<file path="src/rtl/serial_add_ctrl_pkg.sv">
// Shared types and constants for the nibble-serial adder controller.
package serial_add_ctrl_pkg;

    localparam int NIBBLE_W = 4;

    typedef enum logic [1:0] {
        IDLE = 2'd0,
        RUN  = 2'd1,
        DONE = 2'd2
    } state_t;

endpackage

</file>
<file path="src/rtl/serial_add_ctrl_rca4bit.sv">
// 4-bit ripple-carry adder: the only arithmetic datapath element of the serial adder.
module RCA4bit (
    output logic [3:0] Sum,
    output logic       Cout,
    input  logic [3:0] A,
    input  logic [3:0] B,
    input  logic       Cin
);

    logic [4:0] c;

    always_comb begin
        c    = '0;
        Sum  = '0;
        c[0] = Cin;
        for (int i = 0; i < 4; i++) begin
            Sum[i]   = A[i] ^ B[i] ^ c[i];
            c[i + 1] = (A[i] & B[i]) | (c[i] & (A[i] ^ B[i]));
        end
        Cout = c[4];
    end

endmodule

</file>
<file path="src/rtl/serial_add_ctrl.sv">
// Nibble-serial adder controller: one 4-bit slice per RUN cycle, LSB nibble first.
//
// state | meaning
// IDLE  | in_ready high, waiting for in_valid to latch operands
// RUN   | one nibble added per cycle, counter selects the slice
// DONE  | Sum/Cout valid and held until out_ready
module serial_add_ctrl
    import serial_add_ctrl_pkg::*;
#(
    parameter int NIBBLES = 4
) (
    input  logic                        clk,
    input  logic                        rst,
    input  logic                        in_valid,
    output logic                        in_ready,
    input  logic [NIBBLE_W*NIBBLES-1:0] A,
    input  logic [NIBBLE_W*NIBBLES-1:0] B,
    input  logic                        Cin,
    output logic                        out_valid,
    input  logic                        out_ready,
    output logic [NIBBLE_W*NIBBLES-1:0] Sum,
    output logic                        Cout,
    output logic                        busy
);

    localparam int W     = NIBBLE_W * NIBBLES;
    localparam int CNT_W = $clog2(NIBBLES);
    localparam logic [CNT_W-1:0] LAST = CNT_W'(NIBBLES - 1);

    state_t           state;
    logic [W-1:0]     a_q;
    logic [W-1:0]     b_q;
    logic             carry_q;
    logic [CNT_W-1:0] cnt;
    logic [CNT_W+1:0] sel;
    logic [3:0]       a_nib;
    logic [3:0]       b_nib;
    logic [3:0]       s_nib;
    logic             c_nib;

    // Slice base bit = cnt * 4, formed by wiring rather than an adder.
    assign sel   = {cnt, 2'b00};
    assign a_nib = a_q[sel +: NIBBLE_W];
    assign b_nib = b_q[sel +: NIBBLE_W];

    RCA4bit u_rca (
        .Sum  (s_nib),
        .Cout (c_nib),
        .A    (a_nib),
        .B    (b_nib),
        .Cin  (carry_q)
    );

    always_ff @(posedge clk) begin
        if (rst) begin
            state     <= IDLE;
            cnt       <= '0;
            carry_q   <= 1'b0;
            a_q       <= '0;
            b_q       <= '0;
            Sum       <= '0;
            Cout      <= 1'b0;
            in_ready  <= 1'b1;
            busy      <= 1'b0;
            out_valid <= 1'b0;
        end else begin
            case (state)
                IDLE: begin
                    if (in_valid) begin
                        a_q      <= A;
                        b_q      <= B;
                        carry_q  <= Cin;
                        cnt      <= '0;
                        Sum      <= '0;
                        Cout     <= 1'b0;
                        state    <= RUN;
                        in_ready <= 1'b0;
                        busy     <= 1'b1;
                    end
                end
                RUN: begin
                    Sum[sel +: NIBBLE_W] <= s_nib;
                    carry_q              <= c_nib;
                    // Counter parks on the last slice instead of wrapping.
                    if (cnt == LAST) begin
                        Cout      <= c_nib;
                        state     <= DONE;
                        busy      <= 1'b0;
                        out_valid <= 1'b1;
                    end else begin
                        cnt <= cnt + CNT_W'(1);
                    end
                end
                DONE: begin
                    if (out_ready) begin
                        state     <= IDLE;
                        out_valid <= 1'b0;
                        in_ready  <= 1'b1;
                    end
                end
                default: begin
                    state     <= IDLE;
                    in_ready  <= 1'b1;
                    busy      <= 1'b0;
                    out_valid <= 1'b0;
                end
            endcase
        end
    end

endmodule

</file>
<file path="config.mk">
export PLATFORM = sky130hd
export DESIGN_NAME = serial_add_ctrl
export DESIGN_NICKNAME = d
export VERILOG_FILES = /design/src/rtl/serial_add_ctrl_pkg.sv /design/src/rtl/serial_add_ctrl_rca4bit.sv /design/src/rtl/serial_add_ctrl.sv
export SDC_FILE = /design/constraint.sdc
export NUM_CORES = 1
export LEC_CHECK = 0
export CORE_MARGIN = 3
export CORE_UTILIZATION = 53
export DETAILED_ROUTE_END_ITERATION = 12
export GPL_ROUTABILITY_DRIVEN = 0
export HOLD_SLACK_MARGIN = 0.08
export MAX_ROUTING_LAYER = met4
export PLACE_DENSITY = 0.84
export SLEW_MARGIN = 20
export SYNTH_ARGS = -nofsm -noshare
export SYNTH_HDL_FRONTEND = slang
export SYNTH_HIERARCHICAL = 1
export SYNTH_SLANG_ARGS = --single-unit
</file>
<file path="constraint.sdc">
create_clock -name clk -period 4.4 [get_ports clk]
set_input_delay 0.88 -clock clk [delete_from_list [all_inputs] [get_ports clk]]
set_output_delay 0.88 -clock clk [all_outputs]
set_load 0.05 [all_outputs]
</file>
## Word level (Yosys, flattened, before mapping)

Index checks and enable logic that the tools add are counted.

| storage, ports and cells | value |
|---|---|
| bits in registers | 57 |
| bits of input ports | 37 |
| output and inout port bits | 20 |
| logic and storage cells | 79 |

| operators by class | value |
|---|---|
| add/sub/neg operators | 2 |
| eq/ne operators | 7 |
| shift operators | 4 |
| mux-type cells | 23 |
| bitwise operators | 23 |
| reduce and logical (&&, ||, !) cells | 10 |

Operator list:

| operator | number |
|---|---|
| 16-bit case mux with 2 select lines | 1 |
| 16-bit by 5-bit variable part select with 4-bit output | 2 |
| 3-bit AND reduction | 6 |
| 16-bit bitwise mux | 1 |
| 16-bit two-way mux | 1 |
| 4-bit by 6-bit variable shift with 16-bit output (first input constant) | 1 |
| 4-bit by 6-bit variable part select with 16-bit output | 1 |
| 2-bit two-way mux | 5 |
| 1-bit case mux with 3 select lines | 3 |
| 1-bit bitwise AND | 8 |
| 1-bit two-way mux | 8 |
| 2-bit != test (second input constant) | 4 |
| 1-bit bitwise XOR | 8 |
| 4-bit negator with 6-bit output | 1 |
| 2-bit case mux with 3 select lines | 1 |
| 2-bit == test (second input constant) | 2 |
| 1-bit OR | 4 |
| 1-bit case mux with 2 select lines | 2 |
| 2-bit case mux with 2 select lines | 1 |
| 2-bit AND reduction | 2 |
| 1-bit NOT | 3 |
| 2-bit by 1-bit adder with 2-bit output (second input constant) | 1 |
| 2-bit by 1-bit == test with 1-bit output (second input constant) | 1 |
| 2-bit zero test | 1 |
| 2-bit nonzero test | 1 |

## Logic depth before layout (Yosys ltp)

Gate-level depths: netlist of run 1.

| depth | value |
|---|---|
| depth after elaboration | 12 |
| depth in mapped cells | 12 |
| depth with buffers taken out | 11 |

## Modules after synthesis

The synthesis of run 1 kept the hierarchy.

Modules (own cells, without submodules):

| module | instances | cells each | area each (µm²) |
|---|---|---|---|
| serial_add_ctrl | 1 | 218 | 2393.5 |
| RCA4bit | 1 | 14 | 117.6 |

## Least setup slack after synthesis of run 1

Ideal clock, no wire load.

| timing path | value |
|---|---|
| path kind | register -> register |
| start | register cnt[0] |
| end | register Sum[11] |
| data arrival time | 2.967 ns |
| required time | 4.340 ns |
| setup slack | 1.373 ns |
| cell stages (with the launch flop) | 12 |
| clock period less this slack | 3.027 ns |
| cell sequence | dfxtp_1 buf_2 mux4_2 fa_1 inv_1 fa_1 inv_1 fa_1 inv_1 fa_1 inv_1 a22o_1 |

| between the ends | value |
|---|---|
| longest elaborated chain between the ends | 12 |
| elaborated cells between the ends (all ways) | 24 |
| classes of those cells | add/sub (1); shift (4); mux (2); bitwise (17) |

Ends and longest elaborated chain:

| item | RTL line | text |
|---|---|---|
| start, declared | serial_add_ctrl.sv:34 | `logic [CNT_W-1:0] cnt;` |
| start signal, assigned | serial_add_ctrl.sv:91 | `cnt <= cnt + CNT_W'(1);` |
| 16-bit by 5-bit variable part select with 4-bit output * | serial_add_ctrl.sv:43 | `assign a_nib = a_q[sel +: NIBBLE_W];` |
| net a_nib[0] | serial_add_ctrl.sv:36 | `logic [3:0] a_nib;` |
| 1-bit bitwise XOR | serial_add_ctrl_rca4bit.sv:18 | `c[i + 1] = (A[i] & B[i]) \| (c[i] & (A[i] ^ B[i]));` |
| 1-bit bitwise AND | serial_add_ctrl_rca4bit.sv:18 |  |
| 1-bit OR * | serial_add_ctrl_rca4bit.sv:18 |  |
| 1-bit bitwise AND * | serial_add_ctrl_rca4bit.sv:18 |  |
| 1-bit OR * | serial_add_ctrl_rca4bit.sv:18 |  |
| 1-bit bitwise AND * | serial_add_ctrl_rca4bit.sv:18 |  |
| 1-bit OR * | serial_add_ctrl_rca4bit.sv:18 |  |
| 1-bit bitwise XOR * | serial_add_ctrl_rca4bit.sv:17 | `Sum[i] = A[i] ^ B[i] ^ c[i];` |
| net s_nib[3] | serial_add_ctrl.sv:38 | `logic [3:0] s_nib;` |
| 4-bit by 6-bit variable part select with 16-bit output * | serial_add_ctrl.sv:82 | `Sum[sel +: NIBBLE_W] <= s_nib;` |
| 16-bit bitwise mux * | serial_add_ctrl.sv:82 |  |
| 16-bit case mux with 2 select lines * | serial_add_ctrl.sv:67 | `case (state)` |
| end signal, assigned by index | serial_add_ctrl.sv:82 |  |
| end, declared | serial_add_ctrl.sv:21 | `output logic [NIBBLE_W*NIBBLES-1:0] Sum,` |

Mark *: on every way through the listed nets, which the timed path passes. The rest lies on a longest branch.
A chain may end at the register's enable or synchronous reset.

## Worst setup path in the final report of run 1

| timing path | value |
|---|---|
| start | register cnt[0] |
| end | register Sum[3] |

Same word-level chain as after synthesis.

==> metrics.md, run 1 <==
| Metric | Value |
|---|---|
| Status | finished clean |
| # fillers | 323 |
| Type of the tightest min-delay check | reg -> reg |
| Achievable frequency | 0.299 GHz |
| # rows | 24 |
| Fin crit period | 3.34 ns |
| Portion of total power attributed to the clock network | 0.396 |
| Final net count | 334 |
| Number of buffers created by CTS | 9 |
| Total power density per cell area | 368 mW/mm^2 |
| DIE WIDTH | 74.8 um |
| Fin cells | 344 |
| H-tree level count | 3 |
| DP Worst Slack | 1.05 ns |
| Portion of the post-synthesis area used by sequential elements | 0.454 |
| Per-cell via count in the routed design | 5.45 |
| Synthesis warning total | 6 |
| Number of global-route vias before repair | 1,836 |
| Core area | 0.00447 mm^2 |
| Average footprint of a synthesized cell | 10.8 um^2 |
| Syn nets | 279 |
| Pwr Total | 1.21 mW |
| Clock Tree Root | clkbuf_8 |
| P_sw | 0.323 mW |
| Leading cell type in the layout, fill and taps excluded | dfxtp_1 |
| Static Leak | 1.30 nW |
| Worst-path maximum fanout | 16 |
| Initial Util | 0.561 |
| Largest net degree at the start of global routing | 48 |
| Routed len/inst | 15.0 um |
| Setup WS post-layout | 1.06 ns |
| Critical-path cell list | mux4_2 -> fa_1 -> inv_1 -> fa_1 -> inv_1 -> fa_1 -> inv_1 -> fa_1 -> inv_1 -> a22o_1 |
| CP Launch Type | flop |
| Final design area excluding fillers | 0.00330 mm^2 |
| Clock network latency to the later pin of the worst-skew pair | 0.34 ns |
| I/O Pins | 57 |
| Pre-Repair DR Iteration Count | 4 |
| Antenna violation net count after detailed routing | 0 |
| Cells after synthesis | 232 |
| Wire length of the first global-routing pass | 8270 um |
| Delay contributed by the slowest stage of the critical path | 0.82 ns |
| Total congestion overflow | 0 |
| Die boundary height | 74.8 um |
| Overall routed net length | 5170 um |
| Cell Area, Synth | 0.00251 mm^2 |
| Transition time of the tightest slew-check pin | 0.829 ns |
| Number of distinct standard cells referenced by the synthesized netlist | 32 |
| WHS | 0.481 ns |
| Setup CP Type | reg -> reg |
| Endpoint class of the critical path | flop |
| Initial antenna violation count | 0 |
| Post-route setup TNS | 0 ns |
| DR vias | 1,875 |
| Area of placed instances | 0.00310 mm^2 |
| Count of inserted antenna diode cells | 0 |
| Floorplan die area | 0.00560 mm^2 |
| Final routed DRC violation total | 0 |
| Internal power consumption | 0.889 mW |
| Post-route core utilization | 0.737 |
| Number of setup violations in the final report | 0 |
| Synthesized flop and latch total | 57 |
| Proportion of layout cells with a drive suffix above 1 | 0.116 |
| Sinks on Clock Net | 57 |
| Slowest-stage cell, CP | dfxtp_1 |
| Clock-pin slew on the worst setup and hold paths | 0.07 ns |
| Worst slew margin relative to its limit | 0.445 |
| Post-CTS repair timing setup buffer count | 0 |
| Worst clock skew | 0.00748 ns |
| Gates resized, CTS repair | 0 |
| Setup repair after global routing missed its margin | false |
| Slew Viols, Final | 0 |
| Iteration-0 DRC Markers | 168 |
| Crit path required time | 4.69 ns |
| Final period utilization | 0.759 |
| Peak supply drop | 0.220 mV |
| Buffer depth of the longest clock path | 2 |
| Overall routing resource usage | 0.206 |
| Port-buffer cells | 56 |
| Area growth syn-to-layout | 31.3% |
| Hold Vio Cnt, Final | 0 |
| Worst EP arrival | 3.62 ns |
| Number of hold buffers added after CTS | 0 |
| DPL Wire Length | 3750 um |
| Net switching fraction of the power | 0.267 |
| Most used cells in the layout excluding fill and tap cells | dfxtp_1 (57), clkdlybuf4s50_1 (56), nor2_1 (36), mux2i_1 (33), a22o_1 (16) |
| Portion of total power attributed to combinational logic | 0.141 |
| Placed cell count | 328 |
| Clock tree from TritonCTS | built |
| Fraction of power consumed by sequential logic | 0.464 |
| Max Cap Viol | 0 |
## critical path, delay by kind of cell (launching register included)
kind            cells  cell delay [ns]
fa+ha+maj           4             1.37
flops               1             0.82
mux                 1             0.61
buf+inv             4             0.35
compound gates      1             0.15
## layout make-up
class	instances	area (um^2)	area share
inverter	14	52.6	0.0159
clock inverter	7	71.3	0.0216
clock buffer	9	124	0.0376
tap	52	65.1	0.0197
multi-input combinational	147	1250	0.381
timing repair buffer	58	588	0.178
sequential	57	1140	0.346
## kinds of logic after synthesis
group	Yosys count	share of synthesized area
adder cells (fa/ha/maj)	10	0.0618
AO/OA/AOI/OAI	33	0.0967
multiplexers	45	0.221
AND/OR/NAND/NOR	59	0.118
buffers and inverters	28	0.0478
flip-flops	57	0.454
## power by group through the flow
stage / logic (mW) / registers [mW] / clock network (mW)
finish: 0.171 / 0.562 / 0.479
global placement: 0.167 / 0.573 / 0
detailed placement: 0.171 / 0.574 / 0
CTS: 0.171 / 0.563 / 0.485
floorplan: 0.102 / 0.575 / 0
global route: 0.185 / 0.566 / 0.505
## layer usage
layer,up-vias,global-route usage,part of all wire
li1,924,-,-
met1,879,0.244,0.45
met2,61,0.320,0.48
met3,11,0.0481,0.050
met4,0,0.117,0.019
met5,-,-,0
## synth_stat cells
| cell type | instances | area share |
|---|---|---|
| buf_2 | 6 | 0.012 |
| clkbuf_1 | 7 | 0.010 |
| o21ai_0 | 1 | 0.0020 |
| nor4b_4 | 1 | 0.0095 |
| nor3b_1 | 2 | 0.0060 |
| and2_1 | 1 | 0.0025 |
| buf_6 | 1 | 0.0045 |
| a31oi_1 | 2 | 0.0050 |
| a2111oi_0 | 1 | 0.0035 |
| nand2b_1 | 3 | 0.0075 |
| nand3b_1 | 1 | 0.0030 |
| fa_1 | 4 | 0.032 |
| a32oi_1 | 1 | 0.0035 |
| nor2_1 | 36 | 0.054 |
| nand2_1 | 5 | 0.0075 |
| a21o_1 | 1 | 0.0030 |
| nor4b_1 | 1 | 0.0035 |
| o21bai_1 | 2 | 0.0060 |
| nor3_1 | 2 | 0.0040 |
| ha_1 | 6 | 0.030 |
| and3_1 | 2 | 0.0050 |
| mux4_2 | 8 | 0.072 |
| inv_1 | 14 | 0.021 |
| nor2b_1 | 1 | 0.0025 |
| mux2i_1 | 33 | 0.13 |
| mux2_2 | 4 | 0.018 |
| a21oi_1 | 9 | 0.018 |
| nor3_2 | 1 | 0.0040 |
| dfxtp_1 | 57 | 0.45 |
| nand3_1 | 2 | 0.0040 |
| or4b_4 | 1 | 0.0055 |
| a22o_1 | 16 | 0.056 |
## flip-flops by register name, indices dropped and copies added, names as in the netlist
register,flops
Sum,16
a_q,16
b_q,16
cnt,2
state,2
Cout,1
busy,1
carry_q,1
in_ready,1
out_valid,1
## worst paths after layout
check	start	end	slack, ns	cells past startpoint
max	cnt[0]$_SDFFE_PP0P_	Sum[3]$_SDFFE_PP0P_	1.06	10
min reg2reg	Sum[14]$_SDFFE_PP0P_	Sum[14]$_SDFFE_PP0P_	0.48	1
max reg2reg	cnt[0]$_SDFFE_PP0P_	Sum[3]$_SDFFE_PP0P_	1.06	10
min	Sum[14]$_SDFFE_PP0P_	Sum[14]$_SDFFE_PP0P_	0.48	1
Power figures use the tool's default switching activity.
==> run 2, diff against run 1 <==
CORE_UTILIZATION = 50   (was 53)
PLACE_DENSITY = 0.8   (was 0.84)
clock period = 3.4 ns   (was 4.4 ns; I/O delays follow)
==> run 2 against run 1 <==
Die area rose by 5.5%. Clock skew fell by 0.00058 ns. Highest routed layer unchanged. Worst setup slack got worse by 0.54 ns. Critical path type unchanged. Design area rose by 0.87%. Combinational power rose by 35%. Non-clock buffer count rose by 3. Via count rose by 0.48%. Clock power rose by 30%. Sequential power rose by 28%. Global-route usage fell by 0.99 points. Worst hold slack got worse by 0.0078 ns. Power rose by 30%. Largest power group unchanged.
==> metrics.md, run 2 (synthesized netlist as in run 1, its figures left out) <==
| Metric | Value |
|---|---|
| Clock tree from TritonCTS | built (unchanged) |
| Crit path required time | 3.67 ns (was 4.69 ns) |
| Overall routing resource usage | 0.196 (was 0.206) |
| Static Leak | 1.32 nW (was 1.30 nW) |
| Wire length of the first global-routing pass | 8910 um (was 8270 um) |
| Die boundary height | 76.9 um (was 74.8 um) |
| DPL Wire Length | 3700 um (was 3750 um) |
| Transition time of the tightest slew-check pin | 0.614 ns (was 0.829 ns) |
| Total congestion overflow | 0 (unchanged) |
| Worst EP arrival | 3.15 ns (was 3.62 ns) |
| Hold Vio Cnt, Final | 0 (unchanged) |
| CP Launch Type | flop (unchanged) |
| Total power density per cell area | 474 mW/mm^2 (was 368 mW/mm^2) |
| Pre-Repair DR Iteration Count | 4 (unchanged) |
| Clock-pin slew on the worst setup and hold paths | 0.06 ns (was 0.07 ns) |
| Fin cells | 361 (was 344) |
| Setup CP Type | reg -> reg (unchanged) |
| Final period utilization | 0.846 (was 0.759) |
| Initial antenna violation count | 0 (unchanged) |
| Worst clock skew | 0.00690 ns (was 0.00748 ns) |
| DR vias | 1,884 (was 1,875) |
| Clock network latency to the later pin of the worst-skew pair | 0.33 ns (was 0.34 ns) |
| Number of global-route vias before repair | 1,901 (was 1,836) |
| Worst slew margin relative to its limit | 0.590 (was 0.445) |
| Gates resized, CTS repair | 0 (unchanged) |
| Post-route setup TNS | 0 ns (unchanged) |
| WHS | 0.473 ns (was 0.481 ns) |
| Peak supply drop | 0.302 mV (was 0.220 mV) |
| DIE WIDTH | 76.9 um (was 74.8 um) |
| Final routed DRC violation total | 0 (unchanged) |
| Port-buffer cells | 56 (unchanged) |
| Buffer depth of the longest clock path | 2 (unchanged) |
| Overall routed net length | 5270 um (was 5170 um) |
| Proportion of layout cells with a drive suffix above 1 | 0.119 (was 0.116) |
| Iteration-0 DRC Markers | 143 (was 168) |
| Number of buffers created by CTS | 9 (unchanged) |
| Fin crit period | 2.88 ns (was 3.34 ns) |
| FF-to-FF End | Sum[15]$_SDFFE_PP0P_ (was Sum[3]$_SDFFE_PP0P_) |
| Leading cell type in the layout, fill and taps excluded | dfxtp_1 (unchanged) |
| # rows | 25 (was 24) |
| Per-cell via count in the routed design | 5.22 (was 5.45) |
| Routed len/inst | 14.6 um (was 15.0 um) |
| Slew Viols, Final | 0 (unchanged) |
| Max Cap Viol | 0 (unchanged) |
| Largest net degree at the start of global routing | 47 (was 48) |
| Number of hold buffers added after CTS | 0 (unchanged) |
| Achievable frequency | 0.348 GHz (was 0.299 GHz) |
| Start point of the critical path | cnt[0]$_SDFFE_PP0P_ (unchanged) |
| Status | finished clean (unchanged) |
| Initial Util | 0.525 (was 0.561) |
| Critical-path cell list | mux4_2 -> fa_1 -> inv_1 -> fa_1 -> inv_1 -> fa_1 -> inv_1 -> fa_1 -> inv_1 -> a22o_1 (unchanged) |
| Top flop regs | Sum (16), a_q (16), b_q (16) (unchanged) |
| Antenna violation net count after detailed routing | 0 (unchanged) |
| Type of the tightest min-delay check | reg -> reg (unchanged) |
| Number of cells traversed by the worst register-to-register path | 10 (unchanged) |
| Endpoint class of the critical path | flop (unchanged) |
| Placed cell count | 346 (was 328) |
| Post-CTS repair timing setup buffer count | 0 (unchanged) |
| Sinks on Clock Net | 57 (unchanged) |
| Crit path to | Sum[15]$_SDFFE_PP0P_ (was Sum[3]$_SDFFE_PP0P_) |
| Setup repair after global routing missed its margin | false (unchanged) |
| H-tree level count | 3 (unchanged) |
| Final net count | 337 (was 334) |
| Core area | 0.00479 mm^2 (was 0.00447 mm^2) |
| I/O Pins | 57 (unchanged) |
| Area growth syn-to-layout | 32.4% (was 31.3%) |
| Slowest-stage cell, CP | mux4_2 (was dfxtp_1) |
| Reg2reg start | cnt[0]$_SDFFE_PP0P_ (unchanged) |
| Delay contributed by the slowest stage of the critical path | 0.55 ns (was 0.82 ns) |
| Number of setup violations in the final report | 0 (unchanged) |
| Register-to-register setup slack | 0.52 ns (was 1.06 ns) |
| Clock Tree Root | clkbuf_8 (unchanged) |
| Most used cells in the layout excluding fill and tap cells | dfxtp_1 (57), clkdlybuf4s50_1 (56), nor2_1 (36), mux2i_1 (33), a22o_1 (16) (unchanged) |
| Worst-path maximum fanout | 4 (was 16) |
| Floorplan die area | 0.00591 mm^2 (was 0.00560 mm^2) |
| Count of inserted antenna diode cells | 0 (unchanged) |
run 2: power by group:
group | internal [mW] | switching (mW) | total (mW)
sequential | 0.700 | 0.0211 | 0.721
clock | 0.372 | 0.252 | 0.624
combinational | 0.115 | 0.114 | 0.230
run 2: stage by stage:
step	utilization	total power, mW	instance area [um^2]	setup slack, ns
after global routing	0.695	1.64	3330	0.382
after global placement	0.654	0.960	3130	0.660
after detailed placement	0.654	0.965	3130	0.559
after floorplan	-	0.876	2510	0.373
final	0.695	1.57	3330	0.524
after CTS	0.695	1.59	3330	0.532
run 2: how the worst min path moves through the flow:
stage          depth (start not counted)  slack [ns]                endpoint              startpoint
2_1_floorplan                          2        0.45    a_q[10]$_SDFFE_PP0P_    a_q[10]$_SDFFE_PP0P_
3_3_place_gp                           2        0.46  out_valid$_SDFFE_PP0P_  out_valid$_SDFFE_PP0P_
3_5_place_dp                           1        0.46    Sum[12]$_SDFFE_PP0P_    Sum[12]$_SDFFE_PP0P_
4_1_cts                                2        0.47  out_valid$_SDFFE_PP0P_  out_valid$_SDFFE_PP0P_
5_1_grt                                1        0.49    Sum[12]$_SDFFE_PP0P_    Sum[12]$_SDFFE_PP0P_
6_report                               2        0.47  out_valid$_SDFFE_PP0P_  out_valid$_SDFFE_PP0P_
run 2: cell type report:
type	instances	area, um^2
inverters	14	52.6
fillers	371	1460
flip-flops and latches	57	1140
clock buffers	12	155
clock inverters	3	40.0
well taps	67	83.8
multi-input cells	147	1250
repair buffers	61	598
run 2: metal layers:
layer,vias to the layer above,GRT usage,wire [um]
li1,928,-,-
met1,887,0.236,2380
met2,57,0.300,2530
met3,12,0.0646,275
met4,0,0.0851,81
met5,-,-,0
run 2: critical path: cells and delay by family (launching register included):
| kind | cells | cell delay, ns |
|---|---|---|
| buffers and inverters | 4 | 0.34 |
| AOI/OAI and AO/OA | 1 | 0.16 |
| adders and majority gates | 4 | 1.34 |
| DFF | 1 | 0.43 |
| muxes | 1 | 0.55 |
